`config.mk`:
```
export PLATFORM = sky130hd
export DESIGN_NAME = bus_arb3x16_flat
export DESIGN_NICKNAME = d
export VERILOG_FILES = /design/src/rtl/bus_arb3x16_if.sv /design/src/rtl/bus_arb3x16.sv /design/src/flat_wrapper.sv
export SDC_FILE = /design/constraint.sdc
export NUM_CORES = 1
export LEC_CHECK = 0
export BUFFER_PORTS_ARGS = -buffer_cell sky130_fd_sc_hd__buf_2
export CAP_MARGIN = 20
export CORE_MARGIN = 2
export CORE_UTILIZATION = 45
export DETAILED_ROUTE_END_ITERATION = 16
export GPL_TIMING_DRIVEN = 0
export PLACE_DENSITY = 0.8
export SLEW_MARGIN = 40
export SYNTH_ARGS = -nofsm -noshare
export SYNTH_HDL_FRONTEND = slang
export SYNTH_SLANG_ARGS = --single-unit
```
`constraint.sdc`:
```
create_clock -name clk -period 4.6 [get_ports clk]
set_clock_uncertainty 0.1 [all_clocks]
set_input_delay 0.69 -clock clk [delete_from_list [all_inputs] [get_ports clk]]
set_output_delay 0.69 -clock clk [all_outputs]
set_load 0.02 [all_outputs]
```
`src/rtl/bus_arb3x16_if.sv`:
```
// Bundle of request, data and grant/result signals for the 3-source shared-bus arbiter.
// The master side drives requests and source data; the slave side is the arbiter.
interface bus_arb3x16_if #(
  parameter int WIDTH = 16
);
  logic [2:0]       req;
  logic [WIDTH-1:0] din0;
  logic [WIDTH-1:0] din1;
  logic [WIDTH-1:0] din2;
  logic [2:0]       gnt;
  logic [1:0]       sel;
  logic [WIDTH-1:0] dout;
  logic             dout_valid;
  logic             busy;

  modport master (
    output req, din0, din1, din2,
    input  gnt, sel, dout, dout_valid, busy
  );

  modport slave (
    input  req, din0, din1, din2,
    output gnt, sel, dout, dout_valid, busy
  );
endinterface

```
`src/rtl/bus_arb3x16.sv`:
```
// Round-robin arbiter and sequencer for a shared 16-bit 3:1 datapath mux.
// Grants one source at a time, bounds grants under contention, registers the selected word.
module bus_arb3x16 #(
  parameter int WIDTH    = 16,
  parameter int MAX_HOLD = 4
) (
  input  logic          clk,
  input  logic          rst_n,
  bus_arb3x16_if.slave  bus
);

  typedef enum logic [1:0] {
    OWN_0    = 2'd0,
    OWN_1    = 2'd1,
    OWN_2    = 2'd2,
    OWN_NONE = 2'd3
  } owner_t;

  localparam logic [3:0] HOLD_SAT = 4'(MAX_HOLD - 1);

  owner_t           r_owner;
  logic [1:0]       r_last;
  logic [3:0]       r_hold;
  logic [2:0]       r_gnt;
  logic [1:0]       r_sel;
  logic [WIDTH-1:0] r_dout;
  logic             r_valid;

  owner_t           w_next_owner;
  logic [2:0]       w_next_gnt;
  logic [1:0]       w_next_sel;
  logic [1:0]       w_start;
  logic [2:0]       w_owner_mask;
  logic [2:0]       w_others;
  logic             w_keep;
  logic             w_xfer;
  logic [WIDTH-1:0] w_din;

  // First requester in circular order beginning at 'start'.
  function automatic owner_t rr_pick(input logic [2:0] m, input logic [1:0] start);
    owner_t      p;
    int unsigned t;
    p = OWN_NONE;
    for (int unsigned k = 0; k < 3; k++) begin
      t = int'(start) + k;
      if (t >= 3) t = t - 3;
      if (p == OWN_NONE && m[t]) p = owner_t'(t[1:0]);
    end
    return p;
  endfunction

  always_comb begin
    w_start      = (r_last == 2'd2) ? 2'd0 : r_last + 2'd1;
    w_owner_mask = (r_owner == OWN_NONE) ? 3'b000 : (3'b001 << r_owner);
    w_others     = bus.req & ~w_owner_mask;
    w_keep       = 1'b0;
    w_next_owner = OWN_NONE;
    if (r_owner == OWN_NONE) begin
      w_next_owner = rr_pick(bus.req, w_start);
    end else begin
      w_keep = (|(bus.req & w_owner_mask)) && !((r_hold == HOLD_SAT) && (|w_others));
      // The current owner is masked out, so a same-cycle re-raise cannot win it back.
      w_next_owner = w_keep ? r_owner : rr_pick(w_others, w_start);
    end
    w_next_gnt = (w_next_owner == OWN_NONE) ? 3'b000 : (3'b001 << w_next_owner);
    w_next_sel = (w_next_owner == OWN_NONE) ? 2'd0 : w_next_owner;
  end

  always_comb begin
    w_xfer = |(r_gnt & bus.req);
    case (r_sel)
      2'd1:    w_din = bus.din1;
      2'd2:    w_din = bus.din2;
      default: w_din = bus.din0;
    endcase
  end

  always_ff @(posedge clk or negedge rst_n) begin
    if (!rst_n) begin
      r_owner <= OWN_NONE;
      r_last  <= 2'd2;
      r_hold  <= '0;
      r_gnt   <= '0;
      r_sel   <= '0;
      r_dout  <= '0;
      r_valid <= 1'b0;
    end else begin
      r_owner <= w_next_owner;
      r_gnt   <= w_next_gnt;
      r_sel   <= w_next_sel;
      if (w_next_owner != r_owner) begin
        r_hold <= '0;
        if (w_next_owner != OWN_NONE) r_last <= w_next_owner;
      end else if (w_xfer && r_hold != HOLD_SAT) begin
        r_hold <= r_hold + 4'd1;
      end
      r_valid <= w_xfer;
      if (w_xfer) r_dout <= w_din;
    end
  end

  assign bus.gnt        = r_gnt;
  assign bus.sel        = r_sel;
  assign bus.dout       = r_dout;
  assign bus.dout_valid = r_valid;
  assign bus.busy       = |r_gnt;

endmodule
```
`src/flat_wrapper.sv`:
```
// flat-port wrapper written by rule: the top's interface ports become plain ports
module bus_arb3x16_flat 
#(
  parameter int WIDTH    = 16,
  parameter int MAX_HOLD = 4
)
  (clk, rst_n, bus_req, bus_din0, bus_din1, bus_din2, bus_gnt, bus_sel, bus_dout, bus_dout_valid, bus_busy);
  bus_arb3x16_if #(.WIDTH(WIDTH)) bus_i ();
  input  logic clk;
  input  logic rst_n;
  input wire logic [$bits(bus_i.req)-1:0] bus_req;
  input wire logic [$bits(bus_i.din0)-1:0] bus_din0;
  input wire logic [$bits(bus_i.din1)-1:0] bus_din1;
  input wire logic [$bits(bus_i.din2)-1:0] bus_din2;
  output wire logic [$bits(bus_i.gnt)-1:0] bus_gnt;
  output wire logic [$bits(bus_i.sel)-1:0] bus_sel;
  output wire logic [$bits(bus_i.dout)-1:0] bus_dout;
  output wire logic [$bits(bus_i.dout_valid)-1:0] bus_dout_valid;
  output wire logic [$bits(bus_i.busy)-1:0] bus_busy;
  assign bus_i.req = bus_req;
  assign bus_i.din0 = bus_din0;
  assign bus_i.din1 = bus_din1;
  assign bus_i.din2 = bus_din2;
  assign bus_gnt = bus_i.gnt;
  assign bus_sel = bus_i.sel;
  assign bus_dout = bus_i.dout;
  assign bus_dout_valid = bus_i.dout_valid;
  assign bus_busy = bus_i.busy;
  bus_arb3x16 #(.WIDTH(WIDTH), .MAX_HOLD(MAX_HOLD)) u_core (.clk(clk), .rst_n(rst_n), .bus(bus_i));
endmodule
```
==> results of run 1 <==
-- Yosys cell counts (2+ instances only) --
| library cell | count |
|---|---|
| a21oi_1 | 18 |
| clkbuf_1 | 7 |
| mux2i_1 | 2 |
| nand2_1 | 20 |
| or2b_1 | 2 |
| nor2_1 | 28 |
| nor2b_1 | 2 |
| a22oi_1 | 17 |
| a21oi_2 | 3 |
| o21ai_0 | 22 |
| buf_4 | 3 |
| o22ai_1 | 2 |
| xnor2_1 | 2 |
| buf_2 | 4 |
| dfstp_2 | 3 |
| ha_1 | 3 |
| dfrtp_1 | 25 |
| inv_1 | 11 |
| a21boi_0 | 2 |
-- worst max-delay path: cells and delay by family, from the launching register on --
family	cells	cell delay, ns
AO/OA/AOI/OAI	1	0.38
adder cells (fa/ha/maj)	1	0.20
flip-flops	1	0.39
AND/OR/NAND/NOR	5	0.92
-- cell type report --
class	instances	area share [%]
multi-input combinational	148	39.8
timing repair buffer	75	16.8
clock inverter	1	1.34
buffer	17	4.36
sequential	28	31.4
tap	48	2.68
clock buffer	3	1.84
inverter	11	1.84
-- cell families after synthesis --
kind of cell / synth area share (%)
and+or+nand+nor: 16.8
AOI/OAI and AO/OA: 29.7
DFF: 40.6
adders and majority gates: 2.74
xor gates and xnor gates: 1.01
buffers and inverters: 8.01
muxes: 1.15
-- path summary, 6_finish.rpt --
path	startpoint	endpoint	slack (ns)
min	rst_n	u_core.bus.gnt[0]	0.30
max	u_core.r_hold[0]	u_core.bus.sel[0]	2.52
min reg2reg	u_core.bus.dout[6]	u_core.bus.dout[6]	0.39
max in group asynchronous	rst_n	u_core.bus.dout[6]	3.72
min in group clk	u_core.bus.dout[6]	u_core.bus.dout[6]	0.39
max reg2reg	u_core.r_hold[0]	u_core.bus.sel[0]	2.52
-- state kept, by name, indices dropped and copies added (netlist names) --
name / count
u_core.bus.dout: 16
u_core.bus.dout_valid: 1
u_core.bus.gnt: 2
u_core.bus.sel: 1
u_core.r_hold: 4
u_core.r_last: 2
u_core.r_owner: 2
-- metrics by stage --
stage	setup slack (ns)	area, sq um	util, %
floorplan	2.60	1730	-
global route	2.33	2240	60.8
CTS	2.49	2240	60.8
global placement	2.35	2170	58.8
finish	2.52	2240	60.8
detailed placement	2.28	2170	58.8
-- report_power, final --
part	total [uW]	internal [uW]	switching, uW
clock network	192	117	75.5
logic	897	346	551
registers	424	358	66.0
-- per-layer routing --
metal	GRT usage (%)	share of wire [%]
met5	0	0
met4	6.12	1.2
met3	3.24	5.2
met2	32.3	48
met1	28.2	46
==> reports/metrics.csv, run 1 <==
metric,value,unit
post_cts_resized,0,
maxSlewHeadroom,60.3,%
synth_edf_count,0,
placedCellCount,327,
final.fill_count,366,
worstSetupPathType,reg2reg,
yosysUniqueCellTypes,47,
grt_setup_unrepaired,false,
synthTopCellsByArea,"dfrtp_1, a22oi_1, o21ai_0",
fin_total_pwr,1510,uW
fin_cells,331,
portBuffers,75,
cts_root_buf,clkbuf_8,
syn-cell-area,1730,sq um
wire_per_inst,12.4,microns
slowest_delay,0.39,ns
cp_cell_sequence,ha_1 > nor3b_2 > nand2_1 > and2_4 > o41ai_2 > nor2_1 > and2_1,
grt_pass1_vias,1520,
io_pins,76,
critPathMaxFanout,5,
fmax,480,MHz
cts_buffers,3,
grt_start_max_net_pins,29,
cts_setup_buffers,0,
fin_crit,2.08,ns
antenna_found_initial,0,
layout_commonest_cell,buf_2,
syn-num-nets,260,
hold_violations,0,
die_y,66.1,microns
ant_nets,0,
num_rows,22,
worstPathRequired,4.68,ns
clock_sinks,28,
synth.top_cell.area_share,36.1,%
hp-class,in2async,
clkSlewWorstSetupHoldPaths,0.09,ns
regArea,704,sq um
synth_cells,204,
synthArstFlopShare,100,%
clock_path_buffers,2,
power_density,675,nW/um^2
drc,0,
crit_path_top_delay_cell,dfrtp_1,
vias_per_cell,5.11,
grt_pass1_wl,6.81,mm
antenna_cells,0,
track_usage,20.2,%
ys_seq_area_share,40.6,%
grt_overflow,0,
fin_crit_sh,45.3,%
cp-start-kind,flop,
gp_congestion,0.853,
wl,4.09,mm
layout_common_cells,"buf_2, nor2_1, dfrtp_1, o21ai_0, nand2_1",
status,"complete, no violations",
drt_iter0_markers,71,
setup-tns-final,0,ns
worstPathArrival,2.16,ns
multi_input_area,891,sq um
leakagePower,0.00110,uW
hold_ws,0.300,ns
avgSynthCellArea,8.50,sq um
cts.htree.levels,1,
max-vdd-ir-drop,0.000310,V
die_w,66.1,microns
dp_hpwl,3.33,mm
crit_path_end_kind,flop,
layout-drive-gt1-share,36.0,%
yosysTopAreaCell,dfrtp_1,
worst_r2r_path_depth,7,
clock_latency,0.28,ns
setup-violations-final,0,
coreArea,3690,sq um
die_area,4370,sq um
slew_violations,0,
via_count,1692,
worst_slew_pin_slew,0.590,ns
drt_first_pass_iters,4,
synth-main-ff-cell,dfrtp_1,
syn_to_final_growth,29.2,%
max_cap_violations,0,
ys_ff_latch,28,
yosysWarnings,0,
initial_utilization,47.0,%
cts_tree,built,
hold_buffers,0,
layout.nets,340,
Power figures use the tool's default switching activity.
==> inputs of run 2 (changes only) <==
- CORE_UTILIZATION: 45 -> 43
- clock period: 4.6 -> 1.72 ns (I/O delays scaled with it)
==> reports/metrics.csv, run 2 (synthesized netlist as in run 1, its figures left out) <==
metric,value,unit
worstPathRequired,1.82,ns
worst_r2r_path_depth,7,
met2_length,2.27,mm
leakagePower,0.00116,uW
die_area,4560,sq um
clock_sinks,28,
cp_num_cells,7,
fin_crit,1.90,ns
slowest_delay,0.56,ns
coreArea,3940,sq um
cp-start-kind,flop,
drt_first_pass_iters,4,
wl_met1,1.84,mm
hold_depth,3,
initial_utilization,44.0,%
final.fill_count,345,
grt_overflow,0,
cts_tree,built,
track_usage,21.3,%
crit_path_end_kind,flop,
clkSlewWorstSetupHoldPaths,0.09,ns
clock_latency,0.27,ns
via_count,1773,
drt_iter0_markers,67,
max_cap_violations,0,
layout.nets,348,
critical_path_buf_inv_count,1,
violations,negative setup slack,
fin_total_pwr,4290,uW
cts.htree.levels,1,
die_w,67.5,microns
setup-violations-final,10,
reg2reg_to,u_core.bus.gnt[0],
wire_per_inst,13.0,microns
hold_violations,0,
max-vdd-ir-drop,0.00112,V
place_area,2180,sq um
layout_common_cells,"buf_2, nor2_1, dfrtp_1, o21ai_0, nand2_1",
critPathTopFamily,compound AO/OA/AOI/OAI gates,
highest_layer,met4,
ant_nets,0,
cts_buffers,3,
worstSetupPathType,reg2reg,
cts_root_buf,clkbuf_8,
regArea,704,sq um
layout-drive-gt1-share,44.7,%
worst_slew_pin_slew,0.600,ns
portBuffers,75,
hp-class,in2reg,
fin_area,2410,sq um
io_pins,76,
reg2reg_setup_slack,-0.18,ns
drc,0,
dp_hpwl,3.26,mm
gp_congestion,0.844,
min_to,u_core.bus.dout[3],
setup-tns-final,-1.39,ns
power_density,1780,nW/um^2
status,"complete, but fails checks",
die_y,67.5,microns
maxSlewHeadroom,60.0,%
cp_cell_sequence,buf_8 > a21boi_0 > o211ai_1 > o311ai_2 > a31o_2 > o31ai_2 > nor2b_1,
grt_setup_unrepaired,true,
wl,4.43,mm
slew_violations,0,
fin_crit_sh,110,%
multi_input_area,978,sq um
num_rows,23,
syn_to_final_growth,38.8,%
antenna_cells,0,
layout_commonest_cell,buf_2,
fin_ws,-0.177,ns
fmax,527,MHz
r2r_start,u_core.r_owner[1],
grt_start_max_net_pins,29,
clock_path_buffers,2,
worstPathArrival,1.99,ns
min_from,bus_din0[3],
antenna_found_initial,0,
crit_path_top_delay_cell,dfstp_2,
met3_length,277,microns
final_util,61.1,%
largest_register_ffs,16,
grt_pass1_vias,1792,
critPathMaxFanout,10,
vias_per_cell,5.20,
hold_ws,0.173,ns
grt_pass1_wl,7.57,mm
run 2: changes by cell type in the layout (fill, tap and decap cells not counted), moves of 3 or more:
cell / delta
buf_4: +9
buf_6: +3
clkbuf_1: -6
clkbuf_2: +3
ha_1: -3
ha_2: +3
run 2: how the worst max path moves through the flow:
stage | start | end
2_1_floorplan | u_core.r_owner[0] | u_core.r_hold[0]
4_1_cts | u_core.r_owner[0] | u_core.r_last[0]
3_5_place_dp | u_core.r_hold[0] | u_core.bus.gnt[0]
5_1_grt | u_core.r_hold[0] | u_core.r_last[0]
6_report | u_core.r_owner[1] | u_core.bus.gnt[0]
3_3_place_gp | u_core.r_owner[1] | u_core.bus.sel[0]
run 2: area by class of cell:
class                      count  area share (%)
clock buffer                   4            1.87
inverter                      11            1.72
multi-input combinational    148            40.6
buffer                        14            4.05
sequential                    28            29.3
tap                           50            2.60
timing repair buffer          86            19.9
run 2: repair_timing:
action	4_1_cts	5_1_grt
hold endpoints to repair	25	0
cloned	0	0
hold buffers	1	0
gates resized for setup	13	23
setup endpoints to repair	25	26
pin swaps	12	9
buffers inserted	7	3
run 2: stage by stage:
stage / setup WS, ns / instances
floorplan: -0.0675 / 204
global placement: -0.233 / 329
detailed placement: -0.288 / 329
CTS: -0.179 / 338
global route: -0.265 / 341
finish: -0.177 / 341
run 2: worst reg2reg max path: stages, from the launching register on:
cell and delay (ns):
dfstp_2 0.56, buf_8 0.14, a21boi_0 0.09, o211ai_1 0.21, o311ai_2 0.17, a31o_2 0.27
o31ai_2 0.11, nor2b_1 0.18
run 2: power by group:
| group | internal [uW] | switching (uW) | total [uW] |
|---|---|---|---|
| logic | 1190 | 1600 | 2790 |
| registers | 960 | 192 | 1150 |
| clock network | 166 | 185 | 350 |
run 2: metal layers:
layer  global-route usage, %  up-vias
met1                    24.9      822
met4                    5.36        0
li1                        -      890
met2                    39.6       59
met3                    4.00        2
met5                       0        -
